==> config.mk <==
export PLATFORM = sky130hd
export DESIGN_NAME = wb_request_queue
export DESIGN_NICKNAME = d
export VERILOG_FILES = /design/src/rtl/wb_request_queue.sv
export SDC_FILE = /design/constraint.sdc
export NUM_CORES = 1
export LEC_CHECK = 0
export ABC_AREA = 1
export CAP_MARGIN = 10
export CORE_AREA = 2 2 114 199
export CTS_CLUSTER_DIAMETER = 150
export DETAILED_ROUTE_END_ITERATION = 7
export DIE_AREA = 0 0 116 201
export GPL_TIMING_DRIVEN = 1
export MAX_ROUTING_LAYER = met4
export PLACE_DENSITY = 0.65
export SYNTH_ARGS = -nofsm -noshare
export SYNTH_HDL_FRONTEND = slang
export SYNTH_SLANG_ARGS = --single-unit
export TNS_END_PERCENT = 50
==> constraint.sdc <==
create_clock -name clk -period 7.3 [get_ports clk]
set_clock_uncertainty 0.2 [all_clocks]
set_input_delay 1.46 -clock clk [delete_from_list [all_inputs] [get_ports clk]]
set_output_delay 1.46 -clock clk [all_outputs]
set_load 0.02 [all_outputs]
==> src/rtl/wb_request_queue.sv <==
// Write-back request FIFO feeding the register-file write-enable decoder.
// Requests are queued in order, retired one per cycle, and forwarded to the read stage.
module wb_request_queue #(
   parameter int unsigned N       = 3,
   parameter int unsigned W       = 32,
   parameter int unsigned DEPTH   = 4,
   parameter bit          ZERO_R0 = 1'b1,
   localparam int unsigned AW     = $clog2(DEPTH),
   localparam int unsigned CW     = $clog2(DEPTH) + 1
) (
   input  logic          clk,
   input  logic          rst_n,
   input  logic          flush,
   input  logic          in_valid,
   output logic          in_ready,
   input  logic [N-1:0]  in_addr,
   input  logic [W-1:0]  in_data,
   input  logic          port_busy,
   output logic [N-1:0]  code,
   output logic          enabler,
   output logic [W-1:0]  wr_data,
   input  logic [N-1:0]  fwd_addr,
   output logic          fwd_hit,
   output logic [W-1:0]  fwd_data,
   output logic [CW-1:0] count,
   output logic          empty,
   output logic          full
);

   if ((DEPTH < 2) || ((DEPTH & (DEPTH - 1)) != 0)) begin : g_bad_depth
      $error("DEPTH must be a power of two and at least 2");
   end

   logic [N-1:0]  r_addr [DEPTH];
   logic [W-1:0]  r_data [DEPTH];
   logic [AW-1:0] r_rd_ptr;
   logic [AW-1:0] r_wr_ptr;
   logic [CW-1:0] r_count;

   logic          w_empty;
   logic          w_full;
   logic          w_push_hs;
   logic          w_store;
   logic          w_pop;
   logic          w_fwd_block;
   logic          w_fwd_hit;
   logic [W-1:0]  w_fwd_data;
   logic [AW-1:0] w_idx;
   logic [CW-1:0] w_count_next;

   // Occupancy comes only from the counter, so a wrapped full queue is never mistaken for empty.
   assign w_empty = (r_count == '0);
   assign w_full  = (r_count == CW'(DEPTH));

   assign w_push_hs = in_valid && !w_full && !flush;
   assign w_store   = w_push_hs && !(ZERO_R0 && (in_addr == '0));
   assign w_pop     = !w_empty && !port_busy && !flush;

   always_comb begin
      w_count_next = r_count;
      if (flush) begin
         w_count_next = '0;
      end else begin
         w_count_next = r_count + CW'(w_store) - CW'(w_pop);
      end
   end

   always_ff @(posedge clk or negedge rst_n) begin
      if (!rst_n) begin
         r_rd_ptr <= '0;
         r_wr_ptr <= '0;
         r_count  <= '0;
      end else begin
         r_count <= w_count_next;
         if (flush) begin
            r_rd_ptr <= '0;
            r_wr_ptr <= '0;
         end else begin
            if (w_store) begin
               r_wr_ptr <= r_wr_ptr + AW'(1);
            end
            if (w_pop) begin
               r_rd_ptr <= r_rd_ptr + AW'(1);
            end
         end
      end
   end

   // Storage is left unreset; every output that reads it is masked by the occupancy.
   always_ff @(posedge clk) begin
      if (w_store) begin
         r_addr[r_wr_ptr] <= in_addr;
         r_data[r_wr_ptr] <= in_data;
      end
   end

   assign w_fwd_block = ZERO_R0 && (fwd_addr == '0);

   // Walk from head to tail so the youngest matching entry wins.
   always_comb begin
      w_fwd_hit  = 1'b0;
      w_fwd_data = '0;
      w_idx      = '0;
      for (int i = 0; i < DEPTH; i++) begin
         w_idx = r_rd_ptr + AW'(i);
         if ((CW'(i) < r_count) && (r_addr[w_idx] == fwd_addr) && !w_fwd_block) begin
            w_fwd_hit  = 1'b1;
            w_fwd_data = r_data[w_idx];
         end
      end
   end

   assign in_ready = !w_full;
   assign enabler  = w_pop;
   assign code     = w_empty ? '0 : r_addr[r_rd_ptr];
   assign wr_data  = w_empty ? '0 : r_data[r_rd_ptr];
   assign fwd_hit  = w_fwd_hit;
   assign fwd_data = w_fwd_data;
   assign count    = r_count;
   assign empty    = w_empty;
   assign full     = w_full;

   a_count_bound : assert property (@(posedge clk) disable iff (!rst_n) r_count <= CW'(DEPTH));
   a_ptr_gap : assert property (@(posedge clk) disable iff (!rst_n)
      (r_wr_ptr - r_rd_ptr) == AW'(r_count));

endmodule

# Word-level counts from Yosys, hierarchy flattened
# Memory sizes are Yosys's and may differ from the RTL's.
# Index checks and enable logic that the tools add are counted.
word_totals:
  ramBits: 140
  register_bits: 7
  out_inout_bits: 75
  mem_count: 2
  wordCells: 61
classes:
  order_cmp: 4
  n_addsub: 6
  n_reduce_logical: 24
  eq_ne: 5
  muxes: 17
mem_list:
  columns: ["memory", "words", "width", "rd", "rd_clocked_by_memory_dff", "wr", "line", "text"]
  rows:
  - ["r_data", 4, 32, 4, 0, 1, "35", "logic [W-1:0] r_data [DEPTH];"]
  - ["r_addr", 4, 3, 4, 0, 1, "34", "logic [N-1:0] r_addr [DEPTH];"]
op_table:
  columns: ["cell", "n"]
  rows:
  - ["2-to-1 mux 32 bit", 5]
  - ["logical AND 1 bit", 13]
  - ["== test 3 bit", 4]
  - ["logical NOT 3 bit", 3]
  - ["2-to-1 mux 2 bit", 4]
  - ["logical NOT 1 bit", 6]
  - ["less-than comparator 1 x 3 -> 1 bit (first input constant)", 2]
  - ["less-than comparator 2 x 3 -> 1 bit (first input constant)", 2]
  - ["2-to-1 mux 1 bit", 6]
  - ["2-to-1 mux 3 bit", 2]
  - ["adder 2 x 1 -> 2 bit (second input constant)", 2]
  - ["adder 2 bit (second input constant)", 2]
  - ["nonzero test 2 bit", 2]
  - ["adder 3 x 1 -> 3 bit", 1]
  - ["== test 3 bit (second input constant)", 1]
  - ["subtractor 3 x 1 -> 3 bit", 1]

# Logic depth before layout (Yosys ltp)
depth:
  word_depth: 8
  depth_mapped: 16
  depth_no_buf: 14

# Worst setup path after synthesis
# No wires, ideal clock.
synth_path:
  path_kind: "input-to-output"
  startpoint: "input port fwd_addr[0]"
  endpoint: "output port fwd_data[22]"
  setup_slack_ps: 3067
  path_stages: 11
  arrival_time_ps: 2573
  cell_sequence: "nor3_1 -> nor2_1 -> nand3b_1 -> nor2_4 -> nand2_2 -> buf_2 -> nand2_1 -> inv_1 -> nand2_1 -> nand2_1 -> nand2_1"
synth_via:
  elab_chain_cells: 7
  word_cells_on_any_way: 18
  classes_between: "4 x eq/ne; 4 x mux; 10 x reduce/logical"
synth_rtl:
  columns: ["item", "line", "text"]
  rows:
  - ["start: declaration", "22", "input logic [N-1:0] fwd_addr,"]
  - ["== test 3 bit or logical NOT 3 bit (tied branches)", "106, 97", null]
  - ["logical AND 1 bit or logical NOT 1 bit (tied branches)", "106", "if ((CW'(i) < r_count) && (r_addr[w_idx] == fwd_addr) && !w_fwd_block) begin"]
  - ["logical AND 1 bit", "106", null]
  - ["2-to-1 mux 32 bit (3 in series)", "106", null]
  - ["2-to-1 mux 32 bit (*)", "106", null]
  - ["end: declaration", "24", "output logic [W-1:0] fwd_data,"]
# Every way passes the cells marked *; elsewhere a longest branch is shown, timed or not.

# Worst setup path in the final report
layout_path:
  startpoint: "register r_rd_ptr[0]"
  endpoint: "output port fwd_data[22]"
layout_via:
  elab_chain_cells: 8
  word_cells_on_any_way: 21
  classes_between: "3 x add/sub; 4 x eq/ne; 4 x mux; 8 x reduce/logical; 2 x memory"
layout_rtl:
  columns: ["item", "line", "text"]
  rows:
  - ["start: declaration", "36", "logic [AW-1:0] r_rd_ptr;"]
  - ["start signal: assignment", "83", "r_rd_ptr <= r_rd_ptr + AW'(1);"]
  - ["adder 2 x 1 -> 2 bit or memory (4 x 3 bit) (tied branches)", null, null]
  - ["memory (4 x 3 bit) or == test 3 bit (tied branches)", null, null]
  - ["== test 3 bit or logical AND 1 bit (tied branches)", "106", null]
  - ["logical AND 1 bit", "106", null]
  - ["logical AND 1 bit or 2-to-1 mux 32 bit (tied branches)", "106", null]
  - ["2-to-1 mux 32 bit (2 in series)", "106", null]
  - ["2-to-1 mux 32 bit (*)", "106", null]
# Marked as above.

==> results_dict.tcl <==
set metrics [dict create \
    firstDrtPassIters 5 \
    total_power_mw 4.49 \
    timing.critical_path.cells "buf_4, nand2_1, nand2_2, nand2_1, nand2_1, nor2_1, nor2_4, nand2_4, nand3b_1, nand2_1, nand2_1, nand2_1, clkdlybuf4s50_1" \
    cts.sink_count 147 \
    cp_num_cells 13 \
    path_buf_inv 2 \
    ctsHoldBuffers 0 \
    worstSetupPathType "flip-flop to primary output" \
    chip_width_um 116 \
    hold_end "r_wr_ptr[0]$_DFFE_PN0P_" \
    power.share.clock_pct 19.8 \
    gr-usage-all-layers_pct 26.1 \
    place_ws_ps 1300 \
    critical-path-slowest-cell "buf_4" \
    floorplan.die_area_sq_mm 0.0233 \
    ioPinCount 118 \
    ys_seq_area_share_pct 43.4 \
    core_area_sq_mm 0.0218 \
    mostFrequentLayoutCell "nand2_1" \
    cts.root.buffer_cell "clkbuf_16" \
    met3WireLength_um 1640 \
    synthDistinctLibCells 28 \
    reg2regPathDepth 6 \
    cp_data_arrival_time_ps 4630 \
    finalWorstPathRequiredPeriod_ps 6290 \
    final_critical_path_setup_slack_ps 1010 \
    synth_top_area_cell "edfxtp_1" \
    setup-violations-final 0 \
    required_ps 5640 \
    syn_area_sq_mm 0.0101 \
    detail-route-antenna-nets 0 \
    grt_start_max_net_pins 109 \
    buffer_ports.inserted 117 \
    worst_pin_slew_ps 912 \
    filler_cell_count 2119 \
    grt_first_pass_wirelength_um 45000 \
    reg2reg_slack_ps 4360 \
    yosys_warns 0 \
    rsz0062_at_grt "false" \
    finish.net_count 1547 \
    num_vias 9417 \
    hold_depth 1 \
    syn_to_layout_area_delta_pct 18.2 \
    post_syn_area_per_cell_sq_um 7.03 \
    critPathMostFrequentCell "nand2_1" \
    power_density_mw_per_mm2 376 \
    numCtsBuffers 17 \
    final_cell_mix "nand2_1 (539), o21ai_0 (206), inv_1 (187), edfxtp_1 (140), clkdlybuf4s50_1 (117)" \
    final.period_utilization_pct 86.1 \
    initial_core_util_pct 46.3 \
    route.top_layer_used "met4" \
    htree_levels 4 \
    tritoncts_clock_tree "built" \
    crit_fanout 108 \
    critical_path.endpoint_type "primary output" \
    internal-power_mw 2.42 \
    end_of_the_worst_register_to_register_path "r_rd_ptr[1]$_DFFE_PN0P_" \
    synth_cells 1434 \
    worst_hold_startpoint "r_wr_ptr[0]$_DFFE_PN0P_" \
    post_cts.repair.setup_buffers 0 \
    first_global_vias 8817 \
    wl_um 29000 \
    avgRoutedWirePerCell_um 16.0 \
    critical-path-top-delay-family "simple AND/OR/NAND/NOR gates" \
    post-synth-top-area-fraction_pct 41.7 \
    vdd_ir_drop_max_mv 0.235 \
    final-max-slew-violation-count 0 \
    switching_share_pct 46.1 \
    syn-num-nets 1486 \
    post_layout_nonfiller_instances 1805 \
    comb_power_share_pct 57.2 \
    cts_repair_resize_count 0 \
    fin_hold_ws_ps 377 \
    max-clock-path-buffers 2 \
    hpwl_after_dpl_um 18200 \
    maxCapViolations 0 \
    grt_antenna_before_repair 1 \
    chipHeight_um 201 \
    totalNegativeSetupSlack_ps 0 \
    leakage_nw 5.19 \
    worst_skew_pair.late_latency_ps 440 \
    met2RoutedLength_um 15400 \
    yosys_register_bits 147 \
    run_status "finished, final reports clean" \
    placed_cells 1772 \
    layout-drive-gt1-share_pct 4.38 \
    drt_first_iter_violations 807 \
    startpoint_type "flip-flop" \
    largest_stage_delay_on_the_critical_path_ps 760 \
    hold_viol_final 0 \
    net-switching-power_mw 2.07 \
    vias_per_instance 5.22 \
    seq_power_share_pct 22.9 \
    type_of_the_most_critical_hold_path "flip-flop to flip-flop" \
    timing.fmax_ghz 0.159 \
    gp_congestion 0.883 \
    critical_path.reg2reg.startpoint "r_rd_ptr[0]$_DFFE_PN0P_" \
    remaining_drc_errors 0 \
    grt_remaining_overflow 0 \
    yosys-top-cells-area "edfxtp_1 (42%), nand2_1 (20%), o21ai_0 (10%)" \
    num_rows 72 \
    clock_transition_at_the_register_clock_pins_on_the_worst_setup_and_hold_paths_after_cts_ps 60 \
    detail_route.wirelength.met1_um 10900 \
    max-slew-margin-rel_pct 39.2 \
]
==> logic make-up after synthesis <==
family / Yosys count / synth area share [%]
AND/OR/NAND/NOR: 728 / 30.0
XOR/XNOR: 1 / 0.0869
AO/OA/AOI/OAI: 265 / 13.2
buffers and inverters: 283 / 12.0
flip-flops: 147 / 43.4
adder cells (fa/ha/maj): 9 / 1.19
multiplexers: 1 / 0.0993
==> metal layers <==
layer	global-route usage [%]	up-vias
met2	45.6	327
li1	-	4710
met1	28.9	4303
met4	11.6	0
met3	4.02	77
met5	-	-
==> Yosys cell counts <==
| cell | n |
|---|---|
| inv_4 | 1 |
| buf_4 | 8 |
| clkbuf_1 | 32 |
| and2_1 | 1 |
| inv_2 | 2 |
| nor2_1 | 50 |
| edfxtp_1 | 140 |
| buf_1 | 9 |
| o21ai_0 | 206 |
| fa_1 | 1 |
| nand3_1 | 90 |
| nor2_4 | 3 |
| buf_2 | 34 |
| buf_6 | 10 |
| nand2_4 | 1 |
| a21oi_1 | 2 |
| dfrtp_1 | 7 |
| nand3b_1 | 33 |
| xor2_1 | 1 |
| nand2_2 | 4 |
| nand2_1 | 539 |
| mux2i_1 | 1 |
| inv_1 | 187 |
| nor3_1 | 5 |
| o2111ai_1 | 1 |
| o21ai_1 | 56 |
| nor2_2 | 2 |
| ha_1 | 8 |
==> registers in the layout (all words and copies together), names as in the netlist <==
| name | count |
|---|---|
| count | 3 |
| r_addr | 12 |
| r_data | 128 |
| r_rd_ptr | 2 |
| r_wr_ptr | 2 |
==> cell type report <==
type	count	area, sq um	area share [%]
repair buffers	135	1310	11.0
multi-input cells	1004	4540	38.1
diodes	1	2.50	0.0210
clock buffers	26	543	4.55
well taps	296	370	3.11
inverters	190	716	6.00
clock inverters	6	63.8	0.535
flip-flops and latches	147	4380	36.8
==> stage by stage <==
step / utilization, % / cell area [sq um]
finish: 54.7 / 11900
global route: 54.7 / 11900
CTS: 54.7 / 11900
detailed placement: 51.9 / 11300
global placement: 51.9 / 11300
floorplan: - / 10100
==> power by group through the flow <==
stage / logic, mW / registers (mW) / clock network, mW
finish: 2.57 / 1.03 / 0.890
global route: 2.84 / 1.04 / 0.934
CTS: 2.57 / 1.03 / 0.901
global placement: 2.54 / 1.05 / 0
detailed placement: 2.56 / 1.05 / 0
floorplan: 1.71 / 1.03 / 0
==> worst max path at each step <==
stage | endpoint | slack, ps | startpoint
floorplan | fwd_data[22] | 3070 | fwd_addr[0]
global placement | fwd_data[3] | 1330 | fwd_addr[0]
detailed placement | fwd_data[3] | 1300 | fwd_addr[0]
CTS | fwd_data[3] | 1040 | r_rd_ptr[0]$_DFFE_PN0P_
global route | fwd_data[26] | 720 | r_rd_ptr[0]$_DFFE_PN0P_
finish | fwd_data[22] | 1010 | r_rd_ptr[0]$_DFFE_PN0P_
Note: power is estimated with default switching activity, not from simulation.
